**src/rtl/button_input_reader_pkg.sv**
```systemverilog
// Address map and bus constants for the button input peripheral.
// Shared by the top level and the testbench.
package button_input_reader_pkg;

  localparam int unsigned DATA_W = 32;

  localparam logic [31:0] BTN_BASE_ADDR = 32'h7000_0000;

  localparam logic [1:0] OFF_LEVEL = 2'd0;
  localparam logic [1:0] OFF_EDGE  = 2'd1;
  localparam logic [1:0] OFF_MASK  = 2'd2;
  localparam logic [1:0] OFF_RSVD  = 2'd3;

  function automatic logic win_hit(
    input logic [31:0] addr,
    input logic [31:0] base
  );
    return addr[31:4] == base[31:4];
  endfunction

endpackage

```
**src/rtl/button_input_reader_debouncer.sv**
```systemverilog
// One button: two-flop synchroniser followed by a stability counter.
// rise_o pulses in the cycle the debounced level is about to go 0->1.
module btn_debouncer #(
  parameter int unsigned DEBOUNCE_CYCLES = 16
) (
  input  logic clk_i,
  input  logic rst_i,
  input  logic pin_i,
  output logic level_o,
  output logic rise_o
);

  localparam int unsigned CW = $clog2(DEBOUNCE_CYCLES);
  localparam logic [CW-1:0] CNT_MAX = CW'(DEBOUNCE_CYCLES - 1);

  logic          s1_q;
  logic          s2_q;
  logic          level_q;
  logic          level_d;
  logic [CW-1:0] cnt_q;
  logic [CW-1:0] cnt_d;

  always_ff @(posedge clk_i) begin
    if (rst_i) begin
      s1_q <= 1'b0;
      s2_q <= 1'b0;
    end else begin
      s1_q <= pin_i;
      s2_q <= s1_q;
    end
  end

  // Any sample that agrees with the level restarts the count
  always_comb begin
    level_d = level_q;
    cnt_d   = '0;
    if (s2_q != level_q) begin
      if (cnt_q == CNT_MAX) begin
        level_d = s2_q;
      end else begin
        cnt_d = cnt_q + CW'(1);
      end
    end
  end

  always_ff @(posedge clk_i) begin
    if (rst_i) begin
      level_q <= 1'b0;
      cnt_q   <= '0;
    end else begin
      level_q <= level_d;
      cnt_q   <= cnt_d;
    end
  end

  assign level_o = level_q;
  assign rise_o  = level_d & ~level_q;

endmodule

```
**src/rtl/button_input_reader.sv**
```systemverilog
// Memory-mapped button reader: debounced levels, sticky rising edges,
// interrupt mask and a registered read port on the data bus.
module button_input_reader
  import button_input_reader_pkg::*;
#(
  parameter int unsigned NUM_BTN         = 4,
  parameter int unsigned DEBOUNCE_CYCLES = 16,
  parameter logic [31:0] BASE_ADDR       = BTN_BASE_ADDR
) (
  input  logic               clk_i,
  input  logic               rst_i,
  input  logic               en_i,
  input  logic               we_i,
  input  logic [31:0]        addr_i,
  input  logic [31:0]        wdata_i,
  output logic [31:0]        rdata_o,
  input  logic [NUM_BTN-1:0] buttons_i,
  output logic               irq_o
);

  logic [NUM_BTN-1:0] level;
  logic [NUM_BTN-1:0] rise;

  logic [NUM_BTN-1:0] edge_q;
  logic [NUM_BTN-1:0] edge_d;
  logic [NUM_BTN-1:0] mask_q;
  logic [NUM_BTN-1:0] mask_d;
  logic [DATA_W-1:0]  rdata_q;
  logic [DATA_W-1:0]  rdata_d;
  logic               irq_q;
  logic               irq_d;

  logic               hit;
  logic               rd;
  logic               wr;
  logic [1:0]         off;
  logic [NUM_BTN-1:0] wbits;
  logic               unused_bits;

  for (genvar g = 0; g < NUM_BTN; g++) begin : g_btn
    btn_debouncer #(
      .DEBOUNCE_CYCLES(DEBOUNCE_CYCLES)
    ) u_deb (
      .clk_i  (clk_i),
      .rst_i  (rst_i),
      .pin_i  (buttons_i[g]),
      .level_o(level[g]),
      .rise_o (rise[g])
    );
  end

  assign hit   = en_i && win_hit(addr_i, BASE_ADDR);
  assign rd    = hit && !we_i;
  assign wr    = hit && we_i;
  assign off   = addr_i[3:2];
  assign wbits = wdata_i[NUM_BTN-1:0];

  assign unused_bits = ^{addr_i[1:0], wdata_i};

  // A new rising edge beats a same-cycle W1C on that bit
  always_comb begin
    edge_d = edge_q;
    mask_d = mask_q;
    if (wr) begin
      unique case (off)
        OFF_EDGE: edge_d = edge_q & ~wbits;
        OFF_MASK: mask_d = wbits;
        default:  ;
      endcase
    end
    edge_d = edge_d | rise;
  end

  always_comb begin
    rdata_d = '0;
    if (rd) begin
      unique case (off)
        OFF_LEVEL: rdata_d = DATA_W'(level);
        OFF_EDGE:  rdata_d = DATA_W'(edge_q);
        OFF_MASK:  rdata_d = DATA_W'(mask_q);
        OFF_RSVD:  rdata_d = '0;
        default:   rdata_d = '0;
      endcase
    end
  end

  assign irq_d = |(edge_q & mask_q);

  always_ff @(posedge clk_i) begin
    if (rst_i) begin
      edge_q  <= '0;
      mask_q  <= '0;
      rdata_q <= '0;
      irq_q   <= 1'b0;
    end else begin
      edge_q  <= edge_d;
      mask_q  <= mask_d;
      rdata_q <= rdata_d;
      irq_q   <= irq_d;
    end
  end

  assign rdata_o = rdata_q;
  assign irq_o   = irq_q;

endmodule

```
**config.mk**
```make
export PLATFORM = sky130hd
export DESIGN_NAME = button_input_reader
export DESIGN_NICKNAME = d
export VERILOG_FILES = /design/src/rtl/button_input_reader_pkg.sv /design/src/rtl/button_input_reader_debouncer.sv /design/src/rtl/button_input_reader.sv
export SDC_FILE = /design/constraint.sdc
export NUM_CORES = 1
export LEC_CHECK = 0
export BUFFER_PORTS_ARGS = -buffer_cell sky130_fd_sc_hd__clkbuf_2
export CAP_MARGIN = 20
export CORE_MARGIN = 1
export CORE_UTILIZATION = 45
export DETAILED_ROUTE_END_ITERATION = 12
export PLACE_DENSITY = 0.79
export SYNTH_ARGS = -nofsm -noshare
export SYNTH_HDL_FRONTEND = slang
export SYNTH_SLANG_ARGS = --single-unit
```
**constraint.sdc**
```tcl
create_clock -name clk_i -period 2 [get_ports clk_i]
set_input_delay 0.4 -clock clk_i [delete_from_list [all_inputs] [get_ports clk_i]]
set_output_delay 0.4 -clock clk_i [all_outputs]
set_load 0.1 [all_outputs]
```
# Word level (Yosys, flattened, before mapping)
# Cells that the tools add are included.
word_totals:
  register_bits: 69
  input_bits: 72
  output_inout_bits: 33
  word_cells: 76
op_classes:
  n_addsub: 4
  eq_ne: 12
  mux: 11
  bitwise_logic: 17
  reduce_logical: 12
op_table:
  columns: ["op", "count"]
  rows:
  - ["32-bit one-hot mux with 4 select lines", 1]
  - ["28-bit by 27-bit == test with 1-bit output, second input constant", 1]
  - ["4-bit by 1-bit adder with 4-bit output, second input constant", 4]
  - ["4-bit == test, second input constant", 4]
  - ["3-bit OR reduction", 4]
  - ["1-bit inverter", 9]
  - ["4-bit bitwise AND", 2]
  - ["1-bit 2-to-1 mux", 8]
  - ["4-bit 2-to-1 mux", 2]
  - ["1-bit bitwise AND", 4]
  - ["2-bit == test, second input constant", 2]
  - ["1-bit != test", 4]
  - ["4-bit inverter", 1]
  - ["4-bit OR", 1]
  - ["4-bit OR reduction", 1]
  - ["1-bit logical AND", 3]
  - ["2-bit by 1-bit == test with 1-bit output, second input constant", 1]
  - ["2-bit logical NOT", 1]
  - ["2-bit AND reduction", 1]
  - ["2-bit OR reduction", 1]
  - ["1-bit logical NOT", 1]

# Logic depth before layout (Yosys ltp)
# Gate-level depths: netlist of the first run.
logic_depth:
  depth_word: 5
  ltp_mapped: 6
  depth_no_buf: 4

# Cells and area by module
# A second synthesis of the first run with hierarchy kept.
hier_totals:
  hier_cells: 199
  area_unflattened_um2: 1931.9
by_module_without_submodules:
  columns: ["mod", "instances", "cells_per_inst", "area_per_inst_um2", "seq_area_each_um2"]
  rows:
  - ["btn_debouncer", 4, 24, 249.0, 140.1]
  - ["button_input_reader", 1, 103, 935.9, 260.2]

# Worst setup path after synthesis of the first run
# OpenSTA, ideal clock, no wires.
synth_timing:
  kind: "input -> register"
  startpoint: "input port addr_i[20]"
  endpoint: "register mask_q[2]"
  setup_time_ns: 0.125
  t_arrival_ns: 1.277
  required_time_ns: 1.875
  setup_slack_ns: 0.597
  stages: 5
  n_path_buf: 1
  cell_sequence: "nor4b_4 nand4_2 buf_6 o31ai_1 a21oi_1"
synth_between:
  elab_chain_len: 4
synth_lines:
  columns: ["item", "line_no", "rtl"]
  rows:
  - ["from (decl)", "button_input_reader.sv:14", "input logic [31:0] addr_i,"]
  - ["28-bit by 27-bit == test with 1-bit output", "button_input_reader_pkg.sv:18", "return addr[31:4] == base[31:4];"]
  - ["1-bit logical AND", "button_input_reader.sv:52", "assign hit = en_i && win_hit(addr_i, BASE_ADDR);"]
  - ["1-bit logical AND", "button_input_reader.sv:54", "assign wr = hit && we_i;"]
  - ["2-bit AND reduction (no source line)", null, null]
  - ["to (signal assigned)", "button_input_reader.sv:97", "mask_q <= mask_d;"]
  - ["to (decl)", "button_input_reader.sv:26", "logic [NUM_BTN-1:0] mask_q;"]
# Every way passes these cells.
# A chain may end at the register's enable or synchronous reset.

# Worst setup path after layout of the first run
layout_timing:
  startpoint: "register g_btn[0].u_deb.cnt_q[0]"
  endpoint: "register edge_q[0]"
layout_between:
  elab_chain_len: 5
layout_lines:
  columns: ["item", "line_no", "rtl"]
  rows:
  - ["from (decl)", "button_input_reader_debouncer.sv:20", "logic [CW-1:0] cnt_q;"]
  - ["from (signal assigned)", "button_input_reader_debouncer.sv:52", "cnt_q <= cnt_d;"]
  - ["4-bit == test", "button_input_reader_debouncer.sv:38", "if (cnt_q == CNT_MAX) begin"]
  - ["1-bit 2-to-1 mux", "button_input_reader_debouncer.sv:38", null]
  - ["1-bit 2-to-1 mux", "button_input_reader_debouncer.sv:37", "if (s2_q != level_q) begin"]
  - ["1-bit bitwise AND", "button_input_reader_debouncer.sv:57", "assign rise_o = level_d & ~level_q;"]
  - ["4-bit OR", "button_input_reader.sv:71", "edge_d = edge_d | rise;"]
  - ["to (signal assigned)", "button_input_reader.sv:96", "edge_q <= edge_d;"]
  - ["to (decl)", "button_input_reader.sv:24", "logic [NUM_BTN-1:0] edge_q;"]
# Every way passes these cells.

==> results of run 1 <==
per-stage QoR:
stage               setup WS (ps)  hold slack [ps]
global route                  382              320
global placement              372              416
CTS                           507              309
floorplan                     597              414
detailed placement            326              421
finish                        520              314
layer usage:
layer,vias to the layer above,global-route usage (%),wire length (um)
li1,766,-,-
met1,674,20.8,1500
met2,65,25.5,1660
met3,8,4.36,237
met4,0,6.58,60
met5,-,0,0
cell usage in the layout, fill, tap and decap left out, drive strengths merged, types with 3 or more instances in the layout:
cell | Yosys | routed
a21oi | 9 | 9
and3 | 4 | 4
buf | 33 | 3
clkbuf | 1 | 53
conb | 1 | 28
dfxtp | 41 | 41
ha | 4 | 4
mux2i | 8 | 8
nand2 | 6 | 6
nand2b | 4 | 4
nand3 | 8 | 8
nand4 | 7 | 7
nor2 | 24 | 24
nor2b | 9 | 9
nor3 | 10 | 10
nor4 | 5 | 5
o21ai | 4 | 4
o31ai | 4 | 4
xnor2 | 8 | 8
xor2 | 4 | 4
registers in the layout, summed over array words and instances, names as in the netlist:
register / flops
g_btn.u_deb.s2_q: 4
g_btn.u_deb.s1_q: 4
irq_o: 1
g_btn.u_deb.cnt_q: 16
rdata_o: 4
edge_q: 4
g_btn.u_deb.level_o: 4
mask_q: 4
area by class of cell:
cell class	instances	area (um2)	area share [%]
multi-input combinational	160	1050	45.4
clock buffer	7	86.3	3.74
tap	52	65.1	2.82
clock inverter	1	30.0	1.30
sequential	41	821	35.5
timing repair buffer	49	253	10.9
inverter	2	7.51	0.325
worst max-delay path, delay by kind of cell (launching register included):
kind,cells,cell delay (ps)
AND/OR/NAND/NOR,2,770
adder cells (fa/ha/maj),1,190
AO/OA/AOI/OAI,1,90
flip-flops,1,360
kinds of logic (layout without fill, tap and decap cells):
family | count (synthesis) | after routing | share of synthesized area, %
simple gates | 89 | 89 | 29.3
fa+ha+maj | 4 | 4 | 2.46
buf+inv | 36 | 59 | 13.3
mux | 8 | 8 | 3.93
compound gates | 19 | 19 | 5.40
flops | 41 | 41 | 40.3
other cells | 1 | 28 | 0.184
xor+xnor | 12 | 12 | 5.16
power by group through the flow:
| stage | clock network [uW] | logic (uW) | registers, uW |
|---|---|---|---|
| floorplan | 0 | 320 | 849 |
| CTS | 699 | 338 | 831 |
| detailed placement | 0 | 337 | 850 |
| global placement | 0 | 334 | 850 |
| global route | 740 | 352 | 832 |
| finish | 683 | 338 | 831 |
worst min-delay path by stage:
stage | startpoint | endpoint | slack [ps] | cells after the start
floorplan | g_btn[0].u_deb.s1_q$_SDFF_PP0_ | g_btn[0].u_deb.s2_q$_SDFF_PP0_ | 410 | 1
global placement | g_btn[3].u_deb.s1_q$_SDFF_PP0_ | g_btn[3].u_deb.s2_q$_SDFF_PP0_ | 420 | 1
detailed placement | g_btn[2].u_deb.s1_q$_SDFF_PP0_ | g_btn[2].u_deb.s2_q$_SDFF_PP0_ | 420 | 1
CTS | buttons_i[3] | g_btn[3].u_deb.s1_q$_SDFF_PP0_ | 310 | 2
global route | buttons_i[3] | g_btn[3].u_deb.s1_q$_SDFF_PP0_ | 320 | 2
finish | buttons_i[3] | g_btn[3].u_deb.s1_q$_SDFF_PP0_ | 310 | 2
==> flow_summary.json, run 1 <==
{
  "status": "completed",
  "power_uw": 1850,
  "clk_latency_ps": 290,
  "rows": 24,
  "die_h_um": 69.3,
  "stdcell_count": 312,
  "synth_edf_count": 0,
  "numCtsBuffers": 5,
  "finalNetCount": 335,
  "cp_cell_sequence": "ha_1, nand3_1, or4b_2, o21ai_0",
  "synth_commonest_cells": "41 x dfxtp_1, 28 x buf_4, 24 x nor2_1",
  "p_sw_uw": 565,
  "htreeDepth": 2,
  "synth_most_common_cell": "dfxtp_1",
  "worst-path-max-fanout": 4,
  "cts.path.max_buffers": 2,
  "drtIter0Drc": 140,
  "grt.total_usage_pct": 16.1,
  "finClkSkew_ps": 6.29,
  "synth_cell_types": 36,
  "die_area_um2": 4800,
  "wl_per_cell_um": 11.1,
  "setup_viol": 0,
  "r2r-end": "edge_q[0]$_SDFF_PP0_",
  "fill_cells": 392,
  "synth_area_leaders": "dfxtp_1 40%, buf_4 10%, nor2_1 4.4%",
  "hold_class": "in -> reg",
  "grt_pass1_vias": 1466,
  "rsz0062_at_grt": "no",
  "drc": 0,
  "area_growth_pct": 13.4,
  "yosys.area.top_type": "dfxtp_1",
  "grt_overflow": 0,
  "ioPinCount": 105,
  "reg2reg_from": "g_btn[0].u_deb.cnt_q[0]$_SDFF_PP0_",
  "syn-instance-count": 210,
  "placed_area_um2": 2190,
  "postRouteAntennaNets": 0,
  "cts_root_buf": "clkbuf_8",
  "finalCritPeriodShare_pct": 74.0,
  "pwr-share-comb_pct": 18.3,
  "grt_pass1_wl_um": 6290,
  "fin_crit_ps": 1480,
  "final-hold-violation-count": 0,
  "final_area_um2": 2310,
  "firstDrtPassIters": 4,
  "critPathCapture": "edge_q[0]$_SDFF_PP0_",
  "drive_above_1_share_pct": 26.5,
  "synth_area_um2": 2040,
  "critPathMaxStageDelay_ps": 620,
  "async_flop_share_pct": 0,
  "utilization_pct": 53.1,
  "swShare_pct": 30.5,
  "dp_hpwl_um": 2650,
  "cp-start-kind": "flip-flop",
  "ctsHoldBuffers": 0,
  "power.internal_uw": 1290,
  "portBuffers": 46,
  "tns_ps": 0,
  "clk_pin_slew_ps": 80,
  "grt_max_degree": 17,
  "fmax_mhz": 676,
  "sequentialPowerShare_pct": 44.9,
  "ctsResizeCount": 0,
  "p_per_area_nw_per_um2": 802,
  "die_w_um": 69.3,
  "ys_seq_elements": 41,
  "tightest_slew_ps": 532,
  "avgSynthCellArea_um2": 9.71,
  "required_ps": 2220,
  "core_area_um2": 4350,
  "end_kind": "flip-flop",
  "cts_tree": "yes",
  "slew_headroom_pct": 64.5,
  "yosys_warnings": 0,
  "finalWirelength_um": 3460,
  "start_util_pct": 46.8,
  "rr_worst_depth": 4,
  "rrSetupSlack_ps": 520,
  "post_cts_buffers": 0,
  "crit_start": "g_btn[0].u_deb.cnt_q[0]$_SDFF_PP0_",
  "antenna_found_initial": 0,
  "maxCapViolCount": 0,
  "num_antenna_cells": 0,
  "yosysSeqAreaShare_pct": 40.3,
  "viasPerCell": 4.85,
  "pwr-share-clk_pct": 36.9,
  "drv_slew": 0,
  "yosys.area.top_type_share_pct": 40.3,
  "finalWeightedCongestion": 0.798,
  "placed_cells": 304,
  "leakage_uw": 0.000994,
  "route.vias.total": 1513,
  "synth_top_flop_cell": "dfxtp_1",
  "ir_worst_vdd_mv": 0.559,
  "setup.worst_path.class": "reg -> reg",
  "clock_sinks": 41,
  "arrival_ps": 1700,
  "crit_slowest_cell": "or4b_2"
}
Note: power is estimated with default switching activity, not from simulation.
==> run 2, diff against run 1 <==
--- a/config.mk
+++ b/config.mk
@@ -8,9 +8,9 @@
 export BUFFER_PORTS_ARGS = -buffer_cell sky130_fd_sc_hd__clkbuf_2
 export CAP_MARGIN = 20
 export CORE_MARGIN = 1
-export CORE_UTILIZATION = 45
+export CORE_UTILIZATION = 41
 export DETAILED_ROUTE_END_ITERATION = 12
-export PLACE_DENSITY = 0.79
+export PLACE_DENSITY = 0.76
 export SYNTH_ARGS = -nofsm -noshare
 export SYNTH_HDL_FRONTEND = slang
 export SYNTH_SLANG_ARGS = --single-unit
==> constraint.sdc (replaced) <==
create_clock -name clk_i -period 1.2 [get_ports clk_i]
set_input_delay 0.24 -clock clk_i [delete_from_list [all_inputs] [get_ports clk_i]]
set_output_delay 0.24 -clock clk_i [all_outputs]
set_load 0.1 [all_outputs]
==> run 2 against run 1 <==
- worst setup slack lost 500 ps
- non-clock buffer count grew 21
- clock power increased by 55%
- routed wire length increased by 9.9%
- via count rose by 5.3%
- fmax grew 26%
- first-iteration DRC count shrank 24%
- critical path depth is the same
- flip-flop and latch count stayed put
- critical endpoint is now edge_q[3]$_SDFF_PP0_
- cell count is 11% higher
- highest routed layer unchanged
- sequential share of layout area is 4.7 points lower
==> flow_summary.json, run 2 (synthesis gave the netlist of run 1 again) <==
{
  "final_area_um2": 2700,
  "grt.total_usage_pct": 15.4,
  "die_w_um": 72.5,
  "p_per_area_nw_per_um2": 1120,
  "fin_hold_ws_ps": 157,
  "placed_area_um2": 2500,
  "drc": 0,
  "die_area_um2": 5260,
  "die_h_um": 72.5,
  "ioPinCount": 105,
  "cts_tree": "yes",
  "critPathMaxStageDelay_ps": 480,
  "crit_slowest_cell": "or4b_4",
  "rr_worst_depth": 4,
  "finalWeightedCongestion": 0.753,
  "rsz0062_at_grt": "yes",
  "grt_max_degree": 14,
  "antenna_found_initial": 0,
  "finalCritPeriodShare_pct": 98.0,
  "start_util_pct": 42.9,
  "clk_latency_ps": 290,
  "htreeDepth": 2,
  "clock_sinks": 41,
  "fmax_mhz": 851,
  "core_area_um2": 4750,
  "grt_pass1_wl_um": 6300,
  "cts_root_buf": "clkbuf_8",
  "setup.worst_path.class": "reg -> reg",
  "worst-path-max-fanout": 2,
  "cp_cell_sequence": "ha_4, nand3_4, or4b_4, o21ai_2",
  "tns_ps": 0,
  "rows": 25,
  "largest_register_ffs": 16,
  "required_ps": 1420,
  "leakage_uw": 0.00112,
  "utilization_pct": 56.8,
  "finClkSkew_ps": 11.8,
  "postRouteAntennaNets": 0,
  "grt_overflow": 0,
  "numCtsBuffers": 5,
  "worstHoldEndpoint": "g_btn[0].u_deb.s1_q$_SDFF_PP0_",
  "cts.path.max_buffers": 2,
  "regMostFlops": "g_btn.u_deb.cnt_q",
  "mostFrequentLayoutCell": "clkbuf_2",
  "cp-start-kind": "flip-flop",
  "maxCapViolCount": 0,
  "min_path_cells": 2,
  "grt_pass1_vias": 1520,
  "final-hold-violation-count": 0,
  "reg2reg_from": "g_btn[3].u_deb.cnt_q[0]$_SDFF_PP0_",
  "min_from": "buttons_i[0]",
  "portBuffers": 46,
  "fill_cells": 455,
  "area_growth_pct": 32.6,
  "finalWirelength_um": 3800,
  "route.vias.total": 1593,
  "num_antenna_cells": 0,
  "dp_hpwl_um": 2900,
  "drive_above_1_share_pct": 41.1,
  "finalNetCount": 356,
  "wl_per_cell_um": 11.0,
  "rrSetupSlack_ps": 20,
  "drv_slew": 0,
  "clk_pin_slew_ps": 70,
  "ir_worst_vdd_mv": 0.838,
  "drtIter0Drc": 107,
  "end_kind": "flip-flop",
  "r2r-end": "edge_q[3]$_SDFF_PP0_",
  "arrival_ps": 1400,
  "setup_viol": 0,
  "viasPerCell": 4.59,
  "fin_crit_ps": 1180,
  "status": "completed",
  "final_cell_mix": "41 x clkbuf_2, 33 x dfxtp_1, 28 x conb_1",
  "firstDrtPassIters": 4,
  "hold_class": "in -> reg"
}
==> run 2: changes by cell type in the layout (fill, tap and decap cells not counted), sizes merged <==
| cell | delta |
|---|---|
| clkinv | +1 |
| buf | +26 |
| clkbuf | -7 |
==> run 2: critical path: cells and delay by family (launching register included) <==
family / cells / cell delay (ps)
AND/OR/NAND/NOR: 2 / 540
adder cells (fa/ha/maj): 1 / 150
AO/OA/AOI/OAI: 1 / 60
flip-flops: 1 / 360
==> run 2: power breakdown <==
part	leakage [uW]	switching, uW	internal, uW
combinational	0.000726	479	112
sequential	0.000336	10.2	1380
clock	0.0000540	451	605
total	0.00112	939	2090
==> run 2: worst max-delay path by stage <==
| stage | from | end | slack [ps] | cells past startpoint |
|---|---|---|---|---|
| after floorplan | addr_i[20] | mask_q[2]$_SDFFE_PP0P_ | -40 | 5 |
| after global routing | g_btn[0].u_deb.cnt_q[0]$_SDFF_PP0_ | edge_q[0]$_SDFF_PP0_ | -20 | 4 |
| after CTS | g_btn[3].u_deb.cnt_q[1]$_SDFF_PP0_ | edge_q[3]$_SDFF_PP0_ | 0.6 | 4 |
| final | g_btn[3].u_deb.cnt_q[0]$_SDFF_PP0_ | edge_q[3]$_SDFF_PP0_ | 20 | 4 |
| after detailed placement | addr_i[20] | rdata_o[0]$_SDFF_PP0_ | -290 | 5 |
| after global placement | addr_i[20] | mask_q[2]$_SDFFE_PP0P_ | -210 | 5 |
==> run 2: layer usage <==
| metal | track usage (%) | wire length, um | vias up |
|---|---|---|---|
| li1 | - | - | 806 |
| met2 | 29.1 | 1990 | 47 |
| met1 | 16.6 | 1580 | 735 |
| met4 | 4.79 | 31 | 0 |
| met3 | 4.31 | 205 | 5 |
| met5 | 0 | 0 | - |
==> run 2: cell type report <==
type	count	area, um2	area share [%]
timing repair buffer	70	485	18.0
clock buffer	5	68.8	2.55
multi-input combinational	160	1190	44.0
tap	67	83.8	3.10
sequential	41	833	30.8
clock inverter	2	35.0	1.30
inverter	2	7.51	0.278
==> run 2: what timing repair did <==
action                                  in CTS  in global routing
endpoints found under the setup margin      10                 12
pin swaps                                    7                  8
hold buffers                                 0                  0
resized for setup                            4                 10
buffers inserted                             1                  4
==> run 2: per-stage QoR <==
stage | worst slack, ps | instances | total power, uW
3_3_place_gp | -205 | 335 | 2000
3_5_place_dp | -295 | 335 | 2000
4_1_cts | 0.641 | 343 | 3050
5_1_grt | -21.0 | 347 | 3150
2_1_floorplan | -42.6 | 237 | 1950
6_report | 24.3 | 347 | 3030
